## src/rtl/gpio_serial_loader.sv

```systemverilog
// gpio_serial_loader: management-side transmitter for the GPIO configuration shift chain.
// Keeps one PAD_CTRL_BITS word per control block and, on request, shifts the whole chain
// image out (farthest block first, MSB first), then pulses the load strobe.
// Optional feature: define GPIO_LOADER_BITBANG_EN to add direct bit-bang control of the
// serial pins while the FSM is idle.
module gpio_serial_loader #(
    parameter int unsigned NUM_GPIO      = 19,
    parameter int unsigned PAD_CTRL_BITS = 10,
    parameter int unsigned CLK_DIV       = 1,
    parameter logic [PAD_CTRL_BITS-1:0] GPIO_DEFAULT = 10'h403,
    localparam int unsigned AW = (NUM_GPIO > 1) ? $clog2(NUM_GPIO) : 1
) (
    input  logic                     wb_clk_i,
    input  logic                     wb_rst_i,
    input  logic                     cfg_wr_en,
    input  logic [AW-1:0]            cfg_addr,
    input  logic [PAD_CTRL_BITS-1:0] cfg_wdata,
    output logic [PAD_CTRL_BITS-1:0] cfg_rdata,
    input  logic                     xfer_start,
`ifdef GPIO_LOADER_BITBANG_EN
    input  logic                     bb_en,
    input  logic                     bb_clock,
    input  logic                     bb_load,
    input  logic                     bb_resetn,
    input  logic                     bb_data,
`endif
    output logic                     busy,
    output logic                     done,
    output logic                     serial_clock,
    output logic                     serial_load,
    output logic                     serial_resetn,
    output logic                     serial_data_out
);

    localparam int unsigned BW = (PAD_CTRL_BITS > 1) ? $clog2(PAD_CTRL_BITS) : 1;
    localparam int unsigned CW = $clog2(NUM_GPIO * PAD_CTRL_BITS + 1);
    localparam int unsigned DW = (CLK_DIV > 1) ? $clog2(CLK_DIV) : 1;

    localparam logic [AW:0]   NUM_WORDS  = (AW + 1)'(NUM_GPIO);
    localparam logic [AW-1:0] LAST_WORD  = AW'(NUM_GPIO - 1);
    localparam logic [BW-1:0] LAST_BIT   = BW'(PAD_CTRL_BITS - 1);
    localparam logic [CW-1:0] TOTAL_BITS = CW'(NUM_GPIO * PAD_CTRL_BITS);
    localparam logic [DW-1:0] DIV_LAST   = DW'(CLK_DIV - 1);

    typedef enum logic [2:0] {
        StIdle,
        StShiftLo,
        StShiftHi,
        StLoadHi,
        StLoadLo
    } state_e;

    state_e state_q, state_d;

    logic [PAD_CTRL_BITS-1:0] mem_q [NUM_GPIO];
    logic [DW-1:0]            div_q, div_d;
    logic [CW-1:0]            cnt_q, cnt_d;
    logic [AW-1:0]            word_q, word_d;
    logic [BW-1:0]            bit_q, bit_d;

    logic busy_q, busy_d;
    logic done_q, done_d;
    logic sclk_q, sclk_d;
    logic load_q, load_d;
    logic resetn_q, resetn_d;
    logic data_q, data_d;

    logic                     addr_ok;
    logic                     wr_fire;
    logic                     start;
    logic                     phase_end;
    logic [PAD_CTRL_BITS-1:0] sel_word;

    assign addr_ok   = ({1'b0, cfg_addr} < NUM_WORDS);
    assign wr_fire   = cfg_wr_en && !busy_q && addr_ok;
    assign cfg_rdata = addr_ok ? mem_q[cfg_addr] : '0;
    assign phase_end = (div_q == DIV_LAST);

`ifdef GPIO_LOADER_BITBANG_EN
    assign start = xfer_start && !bb_en;
`else
    assign start = xfer_start;
`endif

    // Configuration store; writes are locked out for the whole transfer.
    always_ff @(posedge wb_clk_i or posedge wb_rst_i) begin
        if (wb_rst_i) begin
            for (int unsigned i = 0; i < NUM_GPIO; i++) begin
                mem_q[i] <= GPIO_DEFAULT;
            end
        end else if (wr_fire) begin
            mem_q[cfg_addr] <= cfg_wdata;
        end
    end

    // FSM state register.
    always_ff @(posedge wb_clk_i or posedge wb_rst_i) begin
        if (wb_rst_i) begin
            state_q <= StIdle;
        end else begin
            state_q <= state_d;
        end
    end

    // Next-state logic: phase timer, bit/word pointers and the remaining-bit down-counter.
    always_comb begin
        state_d = state_q;
        div_d   = div_q;
        cnt_d   = cnt_q;
        word_d  = word_q;
        bit_d   = bit_q;
        case (state_q)
            StIdle: begin
                div_d = '0;
                if (start) begin
                    state_d = StShiftLo;
                    cnt_d   = TOTAL_BITS;
                    word_d  = LAST_WORD;
                    bit_d   = LAST_BIT;
                end
            end
            StShiftLo: begin
                div_d = div_q + DW'(1);
                if (phase_end) begin
                    div_d   = '0;
                    state_d = StShiftHi;
                end
            end
            StShiftHi: begin
                div_d = div_q + DW'(1);
                if (phase_end) begin
                    div_d = '0;
                    cnt_d = cnt_q - CW'(1);
                    if (cnt_q == CW'(1)) begin
                        state_d = StLoadHi;
                    end else begin
                        // Advance on the falling edge so data is settled at the next rise.
                        state_d = StShiftLo;
                        if (bit_q == '0) begin
                            bit_d  = LAST_BIT;
                            word_d = word_q - AW'(1);
                        end else begin
                            bit_d = bit_q - BW'(1);
                        end
                    end
                end
            end
            StLoadHi: begin
                div_d = div_q + DW'(1);
                if (phase_end) begin
                    div_d   = '0;
                    state_d = StLoadLo;
                end
            end
            StLoadLo: begin
                div_d = div_q + DW'(1);
                if (phase_end) begin
                    div_d   = '0;
                    state_d = StIdle;
                end
            end
            default: state_d = StIdle;
        endcase
    end

    // Output next-values are derived from the next state so every pin is a flop.
    always_comb begin
        // Forward a same-cycle write so a start coincident with a write uses the new word.
        sel_word = (wr_fire && (cfg_addr == word_d)) ? cfg_wdata : mem_q[word_d];
        busy_d   = (state_d != StIdle);
        done_d   = (state_q == StLoadLo) && (state_d == StIdle);
        sclk_d   = (state_d == StShiftHi);
        load_d   = (state_d == StLoadHi);
        resetn_d = 1'b1;
        data_d   = ((state_d == StShiftLo) || (state_d == StShiftHi)) ? sel_word[bit_d] : 1'b0;
`ifdef GPIO_LOADER_BITBANG_EN
        if (bb_en && (state_q == StIdle)) begin
            sclk_d   = bb_clock;
            load_d   = bb_load;
            resetn_d = bb_resetn;
            data_d   = bb_data;
        end
`endif
    end

    // Datapath and output registers.
    always_ff @(posedge wb_clk_i or posedge wb_rst_i) begin
        if (wb_rst_i) begin
            div_q    <= '0;
            cnt_q    <= '0;
            word_q   <= '0;
            bit_q    <= '0;
            busy_q   <= 1'b0;
            done_q   <= 1'b0;
            sclk_q   <= 1'b0;
            load_q   <= 1'b0;
            resetn_q <= 1'b0;
            data_q   <= 1'b0;
        end else begin
            div_q    <= div_d;
            cnt_q    <= cnt_d;
            word_q   <= word_d;
            bit_q    <= bit_d;
            busy_q   <= busy_d;
            done_q   <= done_d;
            sclk_q   <= sclk_d;
            load_q   <= load_d;
            resetn_q <= resetn_d;
            data_q   <= data_d;
        end
    end

    assign busy            = busy_q;
    assign done            = done_q;
    assign serial_clock    = sclk_q;
    assign serial_load     = load_q;
    assign serial_resetn   = resetn_q;
    assign serial_data_out = data_q;

endmodule

```

## config.mk

```make
export PLATFORM = sky130hd
export DESIGN_NAME = gpio_serial_loader
export DESIGN_NICKNAME = d
export VERILOG_FILES = /design/src/rtl/gpio_serial_loader.sv
export SDC_FILE = /design/constraint.sdc
export NUM_CORES = 1
export LEC_CHECK = 0
export BUFFER_PORTS_ARGS = -buffer_cell sky130_fd_sc_hd__clkbuf_2
export CORE_ASPECT_RATIO = 0.8
export CORE_MARGIN = 4
export CORE_UTILIZATION = 62
export DETAILED_ROUTE_END_ITERATION = 10
export PLACE_DENSITY_LB_ADDON = 0.05
export SYNTH_ARGS = -nofsm -noshare
export SYNTH_HDL_FRONTEND = slang
export SYNTH_SLANG_ARGS = --single-unit
```

## constraint.sdc

```tcl
create_clock -name wb_clk_i -period 13.36 [get_ports wb_clk_i]
set_input_delay 0.668 -clock wb_clk_i [delete_from_list [all_inputs] [get_ports wb_clk_i]]
set_output_delay 0.668 -clock wb_clk_i [all_outputs]
set_load 0.03 [all_outputs]
```

==> impl_metrics.json, run 1 <==
{
  "layout_common_cells": "mux2_2, dfrtp_1, nand2_1, mux4_2, mux2i_1",
  "post_drt_wl_per_cell_um": 27.6,
  "wl_mm": 35.5,
  "core_area_um2": 19300,
  "crit_cells": 12,
  "clock_path_buffers": 3,
  "initial_core_util_pct": 64.1,
  "setup_tns_ns": 0,
  "via_per_inst": 6.92,
  "tritoncts": "built",
  "synthesis.nets": 1039,
  "place_ws_ns": 8.87,
  "insertedDiodeCount": 0,
  "synth_cells": 1016,
  "fin_crit_sh_pct": 33.8,
  "numCtsBuffers": 22,
  "post_cts_resized": 0,
  "crit_fanout": 46,
  "max_freq_mhz": 221,
  "routabilityCongestion": 0.913,
  "final-hold-violation-count": 0,
  "clock_latency_ns": 0.51,
  "drc_errors": 0,
  "ys_ff_latch": 216,
  "fin_crit_ns": 4.52,
  "ir_drop_mv": 0.110,
  "clk_pin_slew_worst_paths_ns": 0.07,
  "synth_area_um2": 12400,
  "die_area_um2": 22300,
  "timing_worst_setup_path_type": "flip-flop to flip-flop",
  "port_buffers": 34,
  "grt_max_degree": 110,
  "reg2reg_depth": 12,
  "min_path_type": "input pin to asynchronous set/reset pin",
  "cts_sinks": 216,
  "placed_cells": 1247,
  "crit_buf_inv": 2,
  "postCtsSetupBuffers": 0,
  "start_kind": "flip-flop",
  "ys_types": 76,
  "grt_pass1_wl_mm": 54.6,
  "cts_max_level": 1,
  "fin_hold_ws_ns": 0.293,
  "fin_ws_ns": 8.84,
  "place_area_um2": 12700,
  "finalCoreUtilization_pct": 69.4,
  "async_flop_share_pct": 100,
  "cts-root-buf": "clkbuf_16",
  "yosysWarnings": 0,
  "p_total_mw": 2.07,
  "power_density_nw_per_um2": 154,
  "max_stage_delay_ns": 0.85,
  "area_growth_syn_to_layout_pct": 8.12,
  "final_cells": 1287,
  "reg2reg_from": "bit_q[0]",
  "report.final.slew_viol_count": 0,
  "dpl.hpwl_mm": 22.4,
  "die_x_um": 166,
  "required_ns": 13.76,
  "synth_edf_count": 0,
  "firstDrtPassIters": 7,
  "syn_area_per_cell_um2": 12.2,
  "max_slew_margin_pct": 22.2,
  "fin_nets": 1036,
  "yosysSeqAreaShare_pct": 44.0,
  "drtIter0Drc": 917,
  "synthFlopType": "dfrtp_1",
  "worst_pin_slew_ns": 1.17,
  "maxCapViolations": 0,
  "vias": 8902,
  "final_common_cell": "mux2_2",
  "die_h_um": 134,
  "cp_cell_sequence": "inv_1 -> ha_1 -> or3b_2 -> a2111oi_4 -> a21oi_4 -> inv_2 -> nor2_1 -> a22oi_1 -> o21ai_0 -> o32ai_1 -> nor4_1 -> a211o_1",
  "crit_path_end_kind": "flip-flop",
  "drive_above_1_share_pct": 41.8,
  "antenna_found_initial": 0,
  "ios": 35,
  "setup_viol": 0,
  "startpoint": "bit_q[0]",
  "ant_nets": 0,
  "hold_buffers": 0,
  "p_leak_nw": 5.86,
  "rsz0062_at_grt": "false",
  "fp-row-count": 45,
  "grt_usage_pct": 31.8,
  "crit_family": "compound AO/OA/AOI/OAI gates",
  "final_area_um2": 13400,
  "status": "complete, no violations",
  "cpMaxStageDelayCell": "inv_2",
  "critPathArrivalTime_ns": 4.92,
  "finClkSkew_ns": 0.0103,
  "overflow": 0,
  "grt_pass1_vias": 8841
}
-- logic make-up (layout without fill, tap and decap cells) --
| kind of cell | count (synthesis) | after routing | synth area share (%) |
|---|---|---|---|
| flip-flops | 216 | 216 | 44.0 |
| AO/OA/AOI/OAI | 161 | 161 | 9.19 |
| AND/OR/NAND/NOR | 194 | 194 | 7.54 |
| adder cells (fa/ha/maj) | 4 | 4 | 0.404 |
| other | 1 | 1 | 0.0303 |
| buffers and inverters | 93 | 106 | 3.15 |
| XOR/XNOR | 11 | 11 | 0.778 |
| multiplexers | 336 | 336 | 34.9 |
-- worst register-to-register path, stage by stage (launching register included) --
cell and delay (ns):
dfrtp_1 0.37, inv_1 0.09, ha_1 0.20, or3b_2 0.52, a2111oi_4 0.52, a21oi_4 0.06
inv_2 0.85, nor2_1 0.51, a22oi_1 0.29, o21ai_0 0.11, o32ai_1 0.46, nor4_1 0.13
a211o_1 0.31
-- state kept, by name, summed over array words and instances, names as in the netlist --
signal           cells
mem_q              190
cnt_q                8
word_q               5
bit_q                4
state_q              3
busy                 1
done                 1
serial_clock         1
serial_data_out      1
serial_load          1
serial_resetn        1
-- worst paths after layout --
check                             endpoint  slack [ns]
min                          serial_resetn        0.29
min in group wb_clk_i            mem_q[86]        0.53
max                        serial_data_out        8.84
max reg2reg                serial_data_out        8.84
max in group asynchronous       mem_q[183]       11.69
min reg2reg                      mem_q[86]        0.53
-- layer usage --
| metal | vias up | track usage [%] | share of wire (%) |
|---|---|---|---|
| li1 | 3817 | - | - |
| met1 | 4527 | 46.1 | 43 |
| met2 | 459 | 47.1 | 43 |
| met3 | 99 | 8.72 | 9.7 |
| met4 | 0 | 9.89 | 3.8 |
| met5 | - | 0 | 0 |
-- cells in the mapped netlist, types with 4 or more instances --
library cell | n | share of area [%]
dfstp_2 | 38 | 8.1
o22ai_1 | 7 | 0.35
a211o_1 | 5 | 0.35
mux2i_1 | 52 | 4.2
o211ai_1 | 7 | 0.42
nor2_1 | 50 | 1.5
nand2_1 | 72 | 2.2
inv_1 | 17 | 0.52
o2111ai_1 | 6 | 0.42
o211a_1 | 5 | 0.40
a31oi_1 | 6 | 0.30
a211oi_1 | 11 | 0.67
clkbuf_1 | 50 | 1.5
nand3_1 | 13 | 0.53
a22oi_1 | 10 | 0.61
mux2_2 | 229 | 21
xnor2_1 | 10 | 0.71
nor3_1 | 12 | 0.48
o21ai_0 | 43 | 1.7
nor2b_1 | 4 | 0.20
a21oi_1 | 24 | 0.97
nand2b_1 | 6 | 0.30
and2_1 | 4 | 0.20
buf_1 | 5 | 0.15
buf_2 | 11 | 0.44
mux4_2 | 53 | 9.6
nor3b_1 | 4 | 0.24
dfrtp_1 | 178 | 36
a2111oi_0 | 7 | 0.49
ha_1 | 4 | 0.40
-- layout make-up --
class	instances	area, um^2
fill	1423	5920
tap	258	323
sequential	216	5450
inverter	21	86.3
timing repair buffer	45	255
clock buffer	32	639
multi-input combinational	707	6570
clock inverter	8	70.1
-- report_power, final --
part | internal (mW) | leakage (nW) | total (mW) | switching (mW)
Combinational | 0.257 | 2.75 | 0.579 | 0.323
Clock | 0.352 | 0.346 | 0.614 | 0.262
Sequential | 0.779 | 2.76 | 0.874 | 0.0947
Power figures use the tool's default switching activity.
==> run 2, diff against run 1 <==
--- a/config.mk
+++ b/config.mk
@@ -8,7 +8,7 @@
 export BUFFER_PORTS_ARGS = -buffer_cell sky130_fd_sc_hd__clkbuf_2
 export CORE_ASPECT_RATIO = 0.8
 export CORE_MARGIN = 4
-export CORE_UTILIZATION = 62
+export CORE_UTILIZATION = 57
 export DETAILED_ROUTE_END_ITERATION = 10
 export PLACE_DENSITY_LB_ADDON = 0.05
 export SYNTH_ARGS = -nofsm -noshare
==> constraint.sdc (replaced) <==
create_clock -name wb_clk_i -period 3.7 [get_ports wb_clk_i]
set_input_delay 0.185 -clock wb_clk_i [delete_from_list [all_inputs] [get_ports wb_clk_i]]
set_output_delay 0.185 -clock wb_clk_i [all_outputs]
set_load 0.03 [all_outputs]
==> run 2 against run 1 <==
Clock skew increased by 0.0017 ns. Largest cell class unchanged. Count of clock-buffer cells in the layout increased by 6. Global-route usage decreased by 0.47 points. First-iteration DRC count decreased by 1.3%. Routed wire length increased by 7.1%. Clock power increased to 4.0 times the previous value. Worst setup slack got worse by 8.7 ns. Combinational power increased to 4.0 times the previous value. Total power increased to 3.8 times the previous value. Core utilization decreased by 2.0 points.
==> impl_metrics.json, run 2 (synthesis gave the netlist of run 1 again) <==
{
  "layout_common_cells": "mux2_2, dfrtp_1, buf_4, nand2_1, mux4_2",
  "top_regs": "mem_q x190, cnt_q x8, word_q x5",
  "area_growth_syn_to_layout_pct": 14.4,
  "ir_drop_mv": 0.472,
  "dpl.hpwl_mm": 26.8,
  "drtIter0Drc": 905,
  "clock_latency_ns": 0.53,
  "post_drt_wl_per_cell_um": 27.5,
  "crit_fanout": 7,
  "max_freq_mhz": 283,
  "final_common_cell": "mux2_2",
  "fin_nets": 1115,
  "via_per_inst": 6.75,
  "grt_pass1_wl_mm": 58.1,
  "required_ns": 4.11,
  "fp-row-count": 47,
  "place_area_um2": 13300,
  "die_area_um2": 24200,
  "min_path_type": "input pin to flip-flop",
  "port_buffers": 34,
  "numCtsBuffers": 24,
  "grt_usage_pct": 31.3,
  "initial_core_util_pct": 58.8,
  "routabilityCongestion": 0.965,
  "cts-root-buf": "clkbuf_16",
  "core_area_um2": 21100,
  "fin_crit_ns": 3.53,
  "crit_path_end_kind": "flip-flop",
  "top_register": "mem_q",
  "wl_mm": 38.0,
  "critPathArrivalTime_ns": 3.94,
  "ant_nets": 0,
  "clk_pin_slew_worst_paths_ns": 0.06,
  "drc_errors": 0,
  "maxCapViolations": 0,
  "final-hold-violation-count": 0,
  "cts_sinks": 216,
  "final_area_um2": 14200,
  "p_total_mw": 7.92,
  "worst_pin_slew_ns": 0.909,
  "die_h_um": 140,
  "firstDrtPassIters": 5,
  "clock_path_buffers": 3,
  "grt_max_degree": 60,
  "largest_reg_flops": 190,
  "finClkSkew_ns": 0.0121,
  "status": "complete, no violations",
  "setup_viol": 0,
  "power_density_nw_per_um2": 559,
  "place_ws_ns": 0.162,
  "tritoncts": "built",
  "vias": 9305,
  "drive_above_1_share_pct": 45.6,
  "grt_pass1_vias": 9168,
  "insertedDiodeCount": 0,
  "ios": 35,
  "report.final.slew_viol_count": 0,
  "die_x_um": 173,
  "postCtsSetupBuffers": 0,
  "p_leak_nw": 6.33,
  "start_kind": "flip-flop",
  "max_slew_margin_pct": 39.2,
  "nFillCells": 1598,
  "antenna_found_initial": 0,
  "timing_worst_setup_path_type": "flip-flop to flip-flop",
  "overflow": 0,
  "fin_ws_ns": 0.165,
  "cts_max_level": 1,
  "fin_crit_sh_pct": 95.5
}
run 2: changes by cell type in the layout (fill, tap and decap cells not counted), moves of 2 or more:
cell / previous run / this run
a2111oi_0: 7 / 5
a2111oi_1: 0 / 2
buf_12: 0 / 7
buf_4: 12 / 80
clkbuf_1: 6 / 4
clkbuf_16: 23 / 27
clkbuf_8: 3 / 7
nor2_1: 44 / 50
nor2_2: 6 / 0
run 2: layer usage:
layer  track usage, %  part of all wire (%)
met5                0                     0
met4             7.98                   3.2
met3             8.70                    11
met2             45.8                    42
met1             46.5                    43
run 2: path summary, 6_finish.rpt:
path                             from              end  slack [ns]  cells after the start
max                          cnt_q[1]  serial_data_out        0.17                     12
min                        xfer_start             busy        0.15                      3
max reg2reg                  cnt_q[1]  serial_data_out        0.17                     12
min reg2reg                mem_q[127]       mem_q[127]        0.53                      1
max in group asynchronous    wb_rst_i        mem_q[10]        2.45                      4
min in group asynchronous    wb_rst_i    serial_resetn        0.38                      3
run 2: stage by stage:
stage / hold slack (ns) / std cells / utilization (%) / TNS, ns
global placement: 0.400 / 1334 / 63.4 / 0
global route: 0.206 / 1379 / 67.3 / -0.00661
finish: 0.150 / 1379 / 67.3 / 0
detailed placement: 0.406 / 1334 / 63.4 / 0
floorplan: 0.433 / 1016 / - / 0
CTS: 0.131 / 1379 / 67.3 / 0
run 2: critical path, stage by stage (launching register included):
cell	delay, ns
dfrtp_1	0.40
inv_1	0.08
ha_1	0.16
or3b_2	0.54
o211ai_4	0.25
mux2_2	0.48
inv_2	0.15
nand2_1	0.09
a2111oi_1	0.51
nor3_1	0.15
a31oi_1	0.22
o2111ai_1	0.14
a211o_1	0.28
run 2: where the power goes:
group / internal (mW) / switching, mW
Clock: 1.46 / 0.987
Sequential: 2.82 / 0.358
Combinational: 1.08 / 1.22
Total: 5.36 / 2.56
run 2: timing repair:
item | in CTS | in global routing
resized for setup | 0 | 3
endpoints found under the setup margin | 0 | 1
endpoints found under the hold margin | 23 | 0
hold buffers | 1 | 0
run 2: final cells by class:
type,instances,area [um^2],area share [%]
multi-input cells,707,6560,46.2
flip-flops and latches,216,5450,38.5
repair buffers,122,927,6.54
clock buffers,38,787,5.55
well taps,269,337,2.37
inverters,21,82.6,0.583
clock inverters,6,33.8,0.238
==> run 3, diff against run 2 <==
--- a/config.mk
+++ b/config.mk
@@ -11,6 +11,7 @@
 export CORE_UTILIZATION = 57
 export DETAILED_ROUTE_END_ITERATION = 10
 export PLACE_DENSITY_LB_ADDON = 0.05
+export SLEW_MARGIN = 10
 export SYNTH_ARGS = -nofsm -noshare
 export SYNTH_HDL_FRONTEND = slang
 export SYNTH_SLANG_ARGS = --single-unit
==> constraint.sdc (replaced) <==
create_clock -name wb_clk_i -period 3.1 [get_ports wb_clk_i]
set_input_delay 0.31 -clock wb_clk_i [delete_from_list [all_inputs] [get_ports wb_clk_i]]
set_output_delay 0.31 -clock wb_clk_i [all_outputs]
set_load 0.03 [all_outputs]
==> run 3 against run 2 <==
The flow now finishes with violations (negative hold slack, negative setup slack). Routed wire length rose by 4.2%. Clock power grew 28%. Combinational power rose by 48%. Total power up 30%. Register-to-register slack lost 0.47 ns. Count of clock-buffer cells in the layout shrank 6. Global-route usage is 1.2 points higher. Critical path depth grew 2. Non-clock buffer count increased by 102. Worst setup slack got worse by 0.47 ns. Final area up 8.4%. Via count is 4.1% higher. Largest cell class unchanged.
==> impl_metrics.json, run 3 (synthesis gave the netlist of run 1 again) <==
{
  "status": "finished, violations left",
  "violations": "negative hold slack, negative setup slack",
  "crit_fanout": 14,
  "area_growth_syn_to_layout_pct": 24.1,
  "setup_viol": 1,
  "setup_tns_ns": -0.309,
  "drtIter0Drc": 1079,
  "final_common_cell": "mux2_2",
  "clk_pin_slew_worst_paths_ns": 0.07,
  "required_ns": 3.51,
  "die_x_um": 173,
  "reg2reg_depth": 14,
  "start_kind": "flip-flop",
  "initial_core_util_pct": 58.8,
  "rsz0062_at_grt": "true",
  "clock_path_buffers": 3,
  "cts_sinks": 216,
  "routabilityCongestion": 0.976,
  "min_path_type": "input pin to asynchronous set/reset pin",
  "cts-root-buf": "clkbuf_16",
  "fin_ws_ns": -0.309,
  "grt_usage_pct": 32.5,
  "dpl.hpwl_mm": 27.3,
  "overflow": 0,
  "die_area_um2": 24200,
  "port_buffers": 34,
  "fin_crit_sh_pct": 110,
  "reg2reg_slack_ns": -0.31,
  "core_area_um2": 21100,
  "ir_drop_mv": 0.477,
  "vias": 9686,
  "fin_hold_ws_ns": -0.0580,
  "hold_buffers": 0,
  "maxCapViolations": 0,
  "max_slew_margin_pct": 40.6,
  "report.final.slew_viol_count": 0,
  "die_h_um": 140,
  "via_per_inst": 6.55,
  "drive_above_1_share_pct": 53.6,
  "tritoncts": "built",
  "grt_pass1_wl_mm": 60.5,
  "ant_nets": 0,
  "largest_reg_flops": 190,
  "ios": 35,
  "worst_pin_slew_ns": 0.891,
  "insertedDiodeCount": 0,
  "fp-row-count": 47,
  "post_drt_wl_per_cell_um": 26.8,
  "nFillCells": 1475,
  "layout_common_cells": "mux2_2, dfrtp_1, buf_4, nand2_1, mux4_2",
  "power_density_nw_per_um2": 670,
  "drc_errors": 0,
  "top_regs": "mem_q x190, cnt_q x8, word_q x5",
  "cts_max_level": 1,
  "p_leak_nw": 6.94,
  "reg2reg_from": "bit_q[0]",
  "critPathArrivalTime_ns": 3.82,
  "antenna_found_initial": 0,
  "firstDrtPassIters": 5,
  "fin_crit_ns": 3.41,
  "max_freq_mhz": 293,
  "wl_mm": 39.6,
  "top_register": "mem_q",
  "clock_latency_ns": 0.53,
  "timing.rr.end": "serial_data_out",
  "place_ws_ns": -0.461,
  "timing_worst_setup_path_type": "flip-flop to flip-flop",
  "crit_path_end_kind": "flip-flop",
  "numCtsBuffers": 23,
  "finalCoreUtilization_pct": 73.0,
  "final-hold-violation-count": 8,
  "finClkSkew_ns": 0.00899,
  "fin_nets": 1216,
  "grt_pass1_vias": 9566,
  "p_total_mw": 10.3,
  "grt_max_degree": 151
}
## run 3: cell count changes in the layout (fill, tap and decap cells not counted), moves of 3 or more
cell / before / now
buf_4: 80 / 173
o21ai_0: 43 / 34
o21ai_1: 2 / 11
buf_12: 7 / 15
a2111oi_2: 1 / 5
clkbuf_1: 4 / 0
inv_1: 16 / 12
a2111oi_0: 5 / 2
a31oi_1: 6 / 3
bufinv_16: 0 / 3
ha_1: 4 / 1
ha_4: 0 / 3
nor3_1: 12 / 9
## run 3: power breakdown
part	leakage, nW	total [mW]	switching, mW	internal, mW
sequential	2.76	3.76	0.401	3.36
combinational	3.75	3.41	1.70	1.71
clock	0.427	3.12	1.21	1.91
total	6.94	10.3	3.31	6.98
## run 3: area by class of cell
class                   instances  area (um^2)  area share [%]
clock buffers                  32          733            4.77
repair buffers                224         1800            11.7
multi-input cells             707         6810            44.3
well taps                     269          337            2.19
inverters                      21         91.3           0.594
clock inverters                10          141           0.920
flip-flops and latches        216         5450            35.5
## run 3: worst max-delay path by stage
stage          startpoint               to  slack [ns]  cells after the start
3_3_place_gp     bit_q[0]  serial_data_out       -0.43                     14
3_5_place_dp     bit_q[0]  serial_data_out       -0.46                     14
6_report         bit_q[0]  serial_data_out       -0.31                     14
4_1_cts          cnt_q[1]  serial_data_out       -0.17                     15
2_1_floorplan  state_q[0]  serial_data_out       0.002                     11
5_1_grt          bit_q[0]  serial_data_out       -0.43                     14
## run 3: critical path, cell delays in order, from the launching register on
cell and delay, ns:
dfrtp_1 0.39, inv_2 0.08, ha_4 0.14, or3b_4 0.41, a2111oi_4 0.38, a21oi_4 0.12
inv_4 0.13, buf_4 0.12, buf_4 0.24, mux2_2 0.36, o22ai_1 0.12, o22ai_1 0.11
a21oi_1 0.23, o2111ai_2 0.14, a211o_1 0.32
## run 3: through the flow
| step | cell area, um^2 | instances |
|---|---|---|
| 5_1_grt | 15400 | 1479 |
| 2_1_floorplan | 12500 | 1016 |
| 4_1_cts | 15100 | 1467 |
| 3_3_place_gp | 13900 | 1403 |
| 6_report | 15400 | 1479 |
| 3_5_place_dp | 13900 | 1403 |
## run 3: repair_timing
item | 4_1_cts | 5_1_grt
buffers inserted | 22 | 16
pin swaps | 13 | 14
resized for setup | 30 | 27
setup endpoints to repair | 1 | 5
## run 3: metal layers
layer	wire [um]	global-route usage (%)	vias to the layer above
li1	-	-	4175
met1	17700	50.3	4955
met2	17100	48.0	481
met3	3830	5.83	75
met4	970	7.56	0
met5	0	0	-
